[src/rtl/dmem_dump_reader_if.sv]
// Bundles the dump-reader control, data-memory read port and output stream.
// master is the reader's view; slave is the view of whatever surrounds it.
interface dmem_dump_reader_if #(
    parameter int ADDR_W = 8,
    parameter int DATA_W = 32
);
    logic              start;
    logic [ADDR_W-1:0] base_addr;
    logic [ADDR_W:0]   word_count;
    logic              mem_rd_en;
    logic [ADDR_W-1:0] mem_addr;
    logic [DATA_W-1:0] mem_rd_data;
    logic              out_valid;
    logic              out_ready;
    logic [DATA_W-1:0] out_data;
    logic [ADDR_W-1:0] out_addr;
    logic              out_last;
    logic              busy;
    logic              done;

    modport master (
        input  start, base_addr, word_count, mem_rd_data, out_ready,
        output mem_rd_en, mem_addr, out_valid, out_data, out_addr, out_last, busy, done
    );

    modport slave (
        output start, base_addr, word_count, mem_rd_data, out_ready,
        input  mem_rd_en, mem_addr, out_valid, out_data, out_addr, out_last, busy, done
    );
endinterface

[src/rtl/dmem_dump_reader.sv]
// Streams a contiguous range of data-memory words, with their addresses, onto a
// valid/ready stream, one word per ISSUE/CAPTURE/PRESENT round trip.
module dmem_dump_reader #(
    parameter int ADDR_W = 8,
    parameter int DATA_W = 32
) (
    input  logic                clk_CPU,
    input  logic                rst,
    dmem_dump_reader_if.master  bus
);
    typedef enum logic [2:0] {IDLE, ISSUE, CAPTURE, PRESENT, DONE} state_t;

    localparam logic [ADDR_W:0]   REM_ONE  = 1;
    localparam logic [ADDR_W-1:0] ADDR_ONE = 1;

    state_t            state;
    logic [ADDR_W-1:0] cur_addr;
    logic [ADDR_W:0]   remaining;
    logic              mem_rd_en;
    logic [ADDR_W-1:0] mem_addr;
    logic              out_valid;
    logic [DATA_W-1:0] out_data;
    logic [ADDR_W-1:0] out_addr;
    logic              out_last;
    logic              busy;
    logic              done;

    // Outputs are registered, so each is set on the transition into the state that owns it.
    always_ff @(posedge clk_CPU) begin
        if (rst) begin
            state     <= IDLE;
            cur_addr  <= '0;
            remaining <= '0;
            mem_rd_en <= 1'b0;
            mem_addr  <= '0;
            out_valid <= 1'b0;
            out_data  <= '0;
            out_addr  <= '0;
            out_last  <= 1'b0;
            busy      <= 1'b0;
            done      <= 1'b0;
        end else begin
            case (state)
                IDLE: begin
                    if (bus.start) begin
                        if (bus.word_count != '0) begin
                            cur_addr  <= bus.base_addr;
                            remaining <= bus.word_count;
                            mem_rd_en <= 1'b1;
                            mem_addr  <= bus.base_addr;
                            busy      <= 1'b1;
                            state     <= ISSUE;
                        end else begin
                            done  <= 1'b1;
                            state <= DONE;
                        end
                    end
                end
                ISSUE: begin
                    mem_rd_en <= 1'b0;
                    state     <= CAPTURE;
                end
                CAPTURE: begin
                    out_data  <= bus.mem_rd_data;
                    out_addr  <= cur_addr;
                    out_last  <= (remaining == REM_ONE);
                    out_valid <= 1'b1;
                    state     <= PRESENT;
                end
                PRESENT: begin
                    if (bus.out_ready) begin
                        out_valid <= 1'b0;
                        remaining <= remaining - REM_ONE;
                        cur_addr  <= cur_addr + ADDR_ONE;
                        if (remaining != REM_ONE) begin
                            mem_rd_en <= 1'b1;
                            mem_addr  <= cur_addr + ADDR_ONE;
                            state     <= ISSUE;
                        end else begin
                            busy  <= 1'b0;
                            done  <= 1'b1;
                            state <= DONE;
                        end
                    end
                end
                DONE: begin
                    done  <= 1'b0;
                    state <= IDLE;
                end
                default: state <= IDLE;
            endcase
        end
    end

    assign bus.mem_rd_en = mem_rd_en;
    assign bus.mem_addr  = mem_addr;
    assign bus.out_valid = out_valid;
    assign bus.out_data  = out_data;
    assign bus.out_addr  = out_addr;
    assign bus.out_last  = out_last;
    assign bus.busy      = busy;
    assign bus.done      = done;
endmodule
[src/flat_wrapper.sv]
// flat-port wrapper written by rule: the top's interface ports become plain ports
module dmem_dump_reader_flat 
#(
    parameter int ADDR_W = 8,
    parameter int DATA_W = 32
)
  (clk_CPU, rst, bus_start, bus_base_addr, bus_word_count, bus_mem_rd_data, bus_out_ready, bus_mem_rd_en, bus_mem_addr, bus_out_valid, bus_out_data, bus_out_addr, bus_out_last, bus_busy, bus_done);
  dmem_dump_reader_if #(.ADDR_W(ADDR_W), .DATA_W(DATA_W)) bus_i ();
  input  logic clk_CPU;
  input  logic rst;
  input wire logic [$bits(bus_i.start)-1:0] bus_start;
  input wire logic [$bits(bus_i.base_addr)-1:0] bus_base_addr;
  input wire logic [$bits(bus_i.word_count)-1:0] bus_word_count;
  input wire logic [$bits(bus_i.mem_rd_data)-1:0] bus_mem_rd_data;
  input wire logic [$bits(bus_i.out_ready)-1:0] bus_out_ready;
  output wire logic [$bits(bus_i.mem_rd_en)-1:0] bus_mem_rd_en;
  output wire logic [$bits(bus_i.mem_addr)-1:0] bus_mem_addr;
  output wire logic [$bits(bus_i.out_valid)-1:0] bus_out_valid;
  output wire logic [$bits(bus_i.out_data)-1:0] bus_out_data;
  output wire logic [$bits(bus_i.out_addr)-1:0] bus_out_addr;
  output wire logic [$bits(bus_i.out_last)-1:0] bus_out_last;
  output wire logic [$bits(bus_i.busy)-1:0] bus_busy;
  output wire logic [$bits(bus_i.done)-1:0] bus_done;
  assign bus_i.start = bus_start;
  assign bus_i.base_addr = bus_base_addr;
  assign bus_i.word_count = bus_word_count;
  assign bus_i.mem_rd_data = bus_mem_rd_data;
  assign bus_i.out_ready = bus_out_ready;
  assign bus_mem_rd_en = bus_i.mem_rd_en;
  assign bus_mem_addr = bus_i.mem_addr;
  assign bus_out_valid = bus_i.out_valid;
  assign bus_out_data = bus_i.out_data;
  assign bus_out_addr = bus_i.out_addr;
  assign bus_out_last = bus_i.out_last;
  assign bus_busy = bus_i.busy;
  assign bus_done = bus_i.done;
  dmem_dump_reader #(.ADDR_W(ADDR_W), .DATA_W(DATA_W)) u_core (.clk_CPU(clk_CPU), .rst(rst), .bus(bus_i));
endmodule
[config.mk]
export PLATFORM = sky130hd
export DESIGN_NAME = dmem_dump_reader_flat
export DESIGN_NICKNAME = d
export VERILOG_FILES = /design/src/rtl/dmem_dump_reader_if.sv /design/src/rtl/dmem_dump_reader.sv /design/src/flat_wrapper.sv
export SDC_FILE = /design/constraint.sdc
export NUM_CORES = 1
export LEC_CHECK = 0
export CORE_ASPECT_RATIO = 1.5
export CORE_MARGIN = 3
export CORE_UTILIZATION = 35
export CTS_CLUSTER_DIAMETER = 150
export DETAILED_ROUTE_END_ITERATION = 8
export RECOVER_POWER = 50
export REMOVE_ABC_BUFFERS = 1
export SKIP_CTS_REPAIR_TIMING = 1
export SLEW_MARGIN = 0
export SYNTH_ARGS = -nofsm -noshare
export SYNTH_HDL_FRONTEND = slang
export SYNTH_SLANG_ARGS = --single-unit
[constraint.sdc]
create_clock -name clk_CPU -period 2.56 [get_ports clk_CPU]
set_clock_uncertainty 0.2 [all_clocks]
set_input_delay 0.256 -clock clk_CPU [delete_from_list [all_inputs] [get_ports clk_CPU]]
set_output_delay 0.256 -clock clk_CPU [all_outputs]
set_load 0.05 [all_outputs]
After elaboration in Yosys (flattened, before gate mapping)
Cells that the tools add are included.

operators by class
  $add $sub $neg = 2
  multipliers = 0
  divide/modulo/power cells = 0
  $lt $le $gt $ge = 0
  eq/ne operators = 12
  shift-type cells = 0
  muxes and demuxes = 31
  bitwise logic cells = 0
  reduce and logical (&&, ||, !) cells = 13

operators by type and width
  kind                                                                 count
  8-bit two-way mux                                                    5
  8-bit case mux with 2 select lines                                   2
  9-bit two-way mux                                                    3
  5-bit AND reduction                                                  4
  9-bit case mux with 2 select lines                                   1
  3-bit two-way mux                                                    4
  3-bit case mux with 4 select lines                                   1
  1-bit two-way mux                                                    11
  9-bit by 1-bit == test with 1-bit output (second input constant)     1
  9-bit by 1-bit != test with 1-bit output (second input constant)     1
  9-bit nonzero test                                                   1
  9-bit by 1-bit subtractor with 9-bit output (second input constant)  1
  8-bit by 1-bit adder with 8-bit output (second input constant)       1
  2-bit != test (second input constant)                                4
  3-bit by 2-bit == test with 1-bit output (second input constant)     2
  1-bit case mux with 3 select lines                                   2
  3-bit nonzero test                                                   2
  2-bit by 1-bit != test with 1-bit output (second input constant)     2
  1-bit case mux with 2 select lines                                   2
  2-bit AND reduction                                                  2
  4-bit AND reduction                                                  1
  2-bit nonzero test                                                   2
  3-bit by 1-bit == test with 1-bit output (second input constant)     1
  3-bit == test (second input constant)                                1
  3-bit logical NOT                                                    1

storage, ports and cells
  register bits after elaboration = 73
  latch bits = 0
  RAM bits = 0
  bits in read-only memories = 0
  input port bits = 53
  output and inout bits = 53
  memories kept = 0

Longest topological paths before layout
  word-level depth = 4
  gate-level depth with buffers = 7

Worst setup path after synthesis
No wires, ideal clock.

  path kind = input to register
  start point = input bus_word_count[2]
  end point = register u_core.remaining[1]
  setup time = 0.079 ns
  arrival time = 1.760 ns
  required time = 2.281 ns
  slack = 0.520 ns
  stages on the path = 6
  buffers on the path = 1
  cells stage by stage = or4_4 > nor4_4 > a221o_2 > buf_6 > a211oi_1 > a211oi_2

on the way
  word-level cells in the longest chain between the ends = 3

RTL lines
  what                                                line                    source
  from (decl)                                         flat_wrapper.sv:13      input wire logic [$bits(bus_i.word_count)-1:0] bus_word_count;
  9-bit nonzero test                                  dmem_dump_reader.sv:46  if (bus.word_count != '0) begin
  2-bit by 1-bit != test with 1-bit output (no line)  -
  4-bit AND reduction (no line)                       -
  to (signal assigned)                                dmem_dump_reader.sv:48  remaining <= bus.word_count;
  to (signal assigned)                                dmem_dump_reader.sv:73  remaining <= remaining - REM_ONE;
  to (decl)                                           dmem_dump_reader.sv:18  logic [ADDR_W:0] remaining;

No other way between the ends.
A chain may end at the register's enable or synchronous reset.

Worst setup path after layout
  start point = register u_core.state[1]
  end point = register u_core.mem_addr[2], in the netlist u_core.bus.mem_addr[2]

on the way
  word-level cells in the longest chain between the ends = 3
  elaborated cells on any way between the ends = 9
  classes of those cells = eq/ne: 5; mux: 1; reduce/logical: 3

RTL lines
  what                                                                           line                    source
  from (decl)                                                                    dmem_dump_reader.sv:16  state_t state;
  from (signal assigned)                                                         dmem_dump_reader.sv:31  state <= IDLE;
  from (signal assigned)                                                         dmem_dump_reader.sv:52  state <= ISSUE;
  from (signal assigned)                                                         dmem_dump_reader.sv:55  state <= DONE;
  3-bit by 2-bit == test with 1-bit output or 3-bit logical NOT (tied branches)  dmem_dump_reader.sv:43  case (state)
  2-bit by 1-bit != test with 1-bit output (no line) (tied with other cells)     -
  5-bit AND reduction (no line)                                                  -
  to (signal assigned)                                                           dmem_dump_reader.sv:50  mem_addr <= bus.base_addr;
  to (signal assigned)                                                           dmem_dump_reader.sv:77  mem_addr <= cur_addr + ADDR_ONE;
  to (decl)                                                                      dmem_dump_reader.sv:20  logic [ADDR_W-1:0] mem_addr;

Several ways; a longest one is shown, not always the timed one.

==> out/results.ini <==
[grt]
antenna_found_initial = 0
grt_pass1_wl_mm = 13.6
grt_pass1_vias = 2809
grt-ovfl-total = 0
grt_max_degree = 42
grt_usage = 0.164

[cells_and_area]
antenna_cells_inserted = 0
drive_above_1_share = 0.0783
stdcell_count = 621
final_cell_area_um2 = 4660
final_nets = 562
final_core_util = 0.525
syn_to_final_growth_pct = 45.8

[floorplanning]
coreArea_um2 = 8880
die-area_um2 = 10300
start_util = 0.360
fp.dieW_um = 84.0
io_pins = 106
num_rows = 42
die_y_um = 123

[clock_network]
cts_tree = yes
path_clk_slew_ps = 60
clockRootBuffer = clkbuf_16
cts_inserted_buffers = 9
cts_buffer_depth = 2
cts.sinks = 73
clock_latency_ps = 340
htreeDepth = 3

[logic_synthesis]
yosys.cell_types.count = 44
synth_top_cells_by_count = 104 x nand2_1, 73 x dfxtp_1, 61 x a21oi_1, 34 x nor2_1, 20 x o21ai_0
synthCells = 402
async_reset_ff_frac = 0
synth_edf_count = 0
syn_area_um2 = 3200
yosysMostFrequentCell = nand2_1
synth_top_area_cell = dfxtp_1
yosysWarnings = 0
ys_ff_latch = 73
ys.flop_type = dfxtp_1
synthTopCellsByArea = dfxtp_1 46%, nand2_1 12%, a21oi_1 9.6%
seq_area_frac_synth = 0.457
syn_area_per_cell_um2 = 7.95
yosysTopAreaCellShare = 0.457

[job]
cap_violations = 0

[setup_path]
path_class = register to register
path_max_fanout = 12
end_kind = register
crit_arrival_ps = 2370
cp-start-kind = register
cp.required_ps = 2590

[sta]
maxSlewHeadroom = 0.455
fmax_mhz = 428
final-setup-viol-count = 0
final.setup.worst_slack_ps = 221
hold_viol_final = 0
grt_setup_unrepaired = no
maxSlewViolCount = 0
period_share = 0.914
worst_pin_slew_ps = 817
finalCriticalPeriod_ps = 2340

[run_status]
status = complete, no violations

[placement]
dp_hpwl_mm = 6.03
place_area_um2 = 4380
gp_congestion = 0.813
dp.cells = 605
io_buffers = 105
preCtsSetupSlack_ps = -35.9

[pwr]
p_leak_nw = 1.74
p_per_area_nw_per_um2 = 1070
power_w = 0.00498
ir_worst_vdd_mv = 0.523

[route]
route.detailed.drc = 0
viasPerCell = 4.97
dr.pass1.iters = 4
wirelength_mm = 8.38
ant_nets = 0
num_vias = 3086
wl_per_cell_um = 13.5
drt_iter0_markers = 86

[worst_hold_path]
hp-class = input pin to register

## placed cells by master (no fill, tap or decap), types with 3 or more instances in the layout
cell type,count
a211oi_1,3
a21oi_1,61
buf_4,9
clkbuf_16,9
clkdlybuf4s50_1,83
dfxtp_1,73
dlygate4sd3_1,21
ha_1,3
inv_1,3
inv_6,3
mux2i_1,8
nand2_1,104
nand2b_1,9
nand3_1,8
nand3b_1,6
nor2_1,34
nor3_1,3
nor4_1,3
o21a_1,3
o21ai_0,20
or3_1,4
xnor2_1,4
## flip-flops by register name, indices dropped and copies added (netlist names)
register	flops
u_core.bus.busy	1
u_core.bus.done	1
u_core.bus.mem_addr	8
u_core.bus.mem_rd_en	1
u_core.bus.out_addr	8
u_core.bus.out_data	32
u_core.bus.out_last	1
u_core.bus.out_valid	1
u_core.cur_addr	8
u_core.remaining	9
u_core.state	3
## cells by family after synthesis
group / after synthesis / share of synthesized area
AO/OA/AOI/OAI: 99 / 0.181
XOR/XNOR: 6 / 0.0164
adder cells (fa/ha/maj): 3 / 0.0117
buffers and inverters: 29 / 0.0431
flip-flops: 73 / 0.457
multiplexers: 8 / 0.0251
AND/OR/NAND/NOR: 184 / 0.265
## stage by stage
step / hold slack (ps) / TNS (ps)
global route: 209 / 0
detailed placement: 247 / -35.9
floorplan: 121 / -37410
global placement: 242 / -11.7
CTS: 179 / 0
finish: 184 / 0
## critical path, cell delays in order, from the launching register on
cell,delay [ps]
dfxtp_1,590
or3_1,190
a21oi_1,120
a2111oi_4,790
mux2i_1,270
nor2_1,50
## power by group
group | internal (W) | switching, W | total (W) | leakage [nW]
logic | 0.000796 | 0.00138 | 0.00218 | 1.01
clock network | 0.000674 | 0.000525 | 0.00120 | 0.135
registers | 0.00139 | 0.000210 | 0.00160 | 0.596
## layer usage
metal	wire length (um)	vias to the layer above	track usage
met5	0	-	0
met4	80	0	0.0543
met3	560	9	0.0507
met2	3810	93	0.262
met1	3930	1401	0.211
li1	-	1583	-
## final timing paths
check | from | end | slack (ps) | cells past startpoint
worst max-delay path | u_core.state[1] | u_core.bus.mem_addr[2] | 220 | 5
worst min-delay path | rst | u_core.bus.out_valid | 180 | 2
worst max register to register | u_core.state[1] | u_core.bus.mem_addr[2] | 220 | 5
worst min register to register | u_core.bus.out_data[8] | u_core.bus.out_data[8] | 250 | 2
## cell type report
class                      count  area [um2]
sequential                    73        1460
clock inverter                 7        61.3
inverter                       3        11.3
multi-input combinational    300        1610
tap                          110         138
fill                         841        4220
clock buffer                   9         225
timing repair buffer         119        1150
Note: power is estimated with default switching activity, not from simulation.
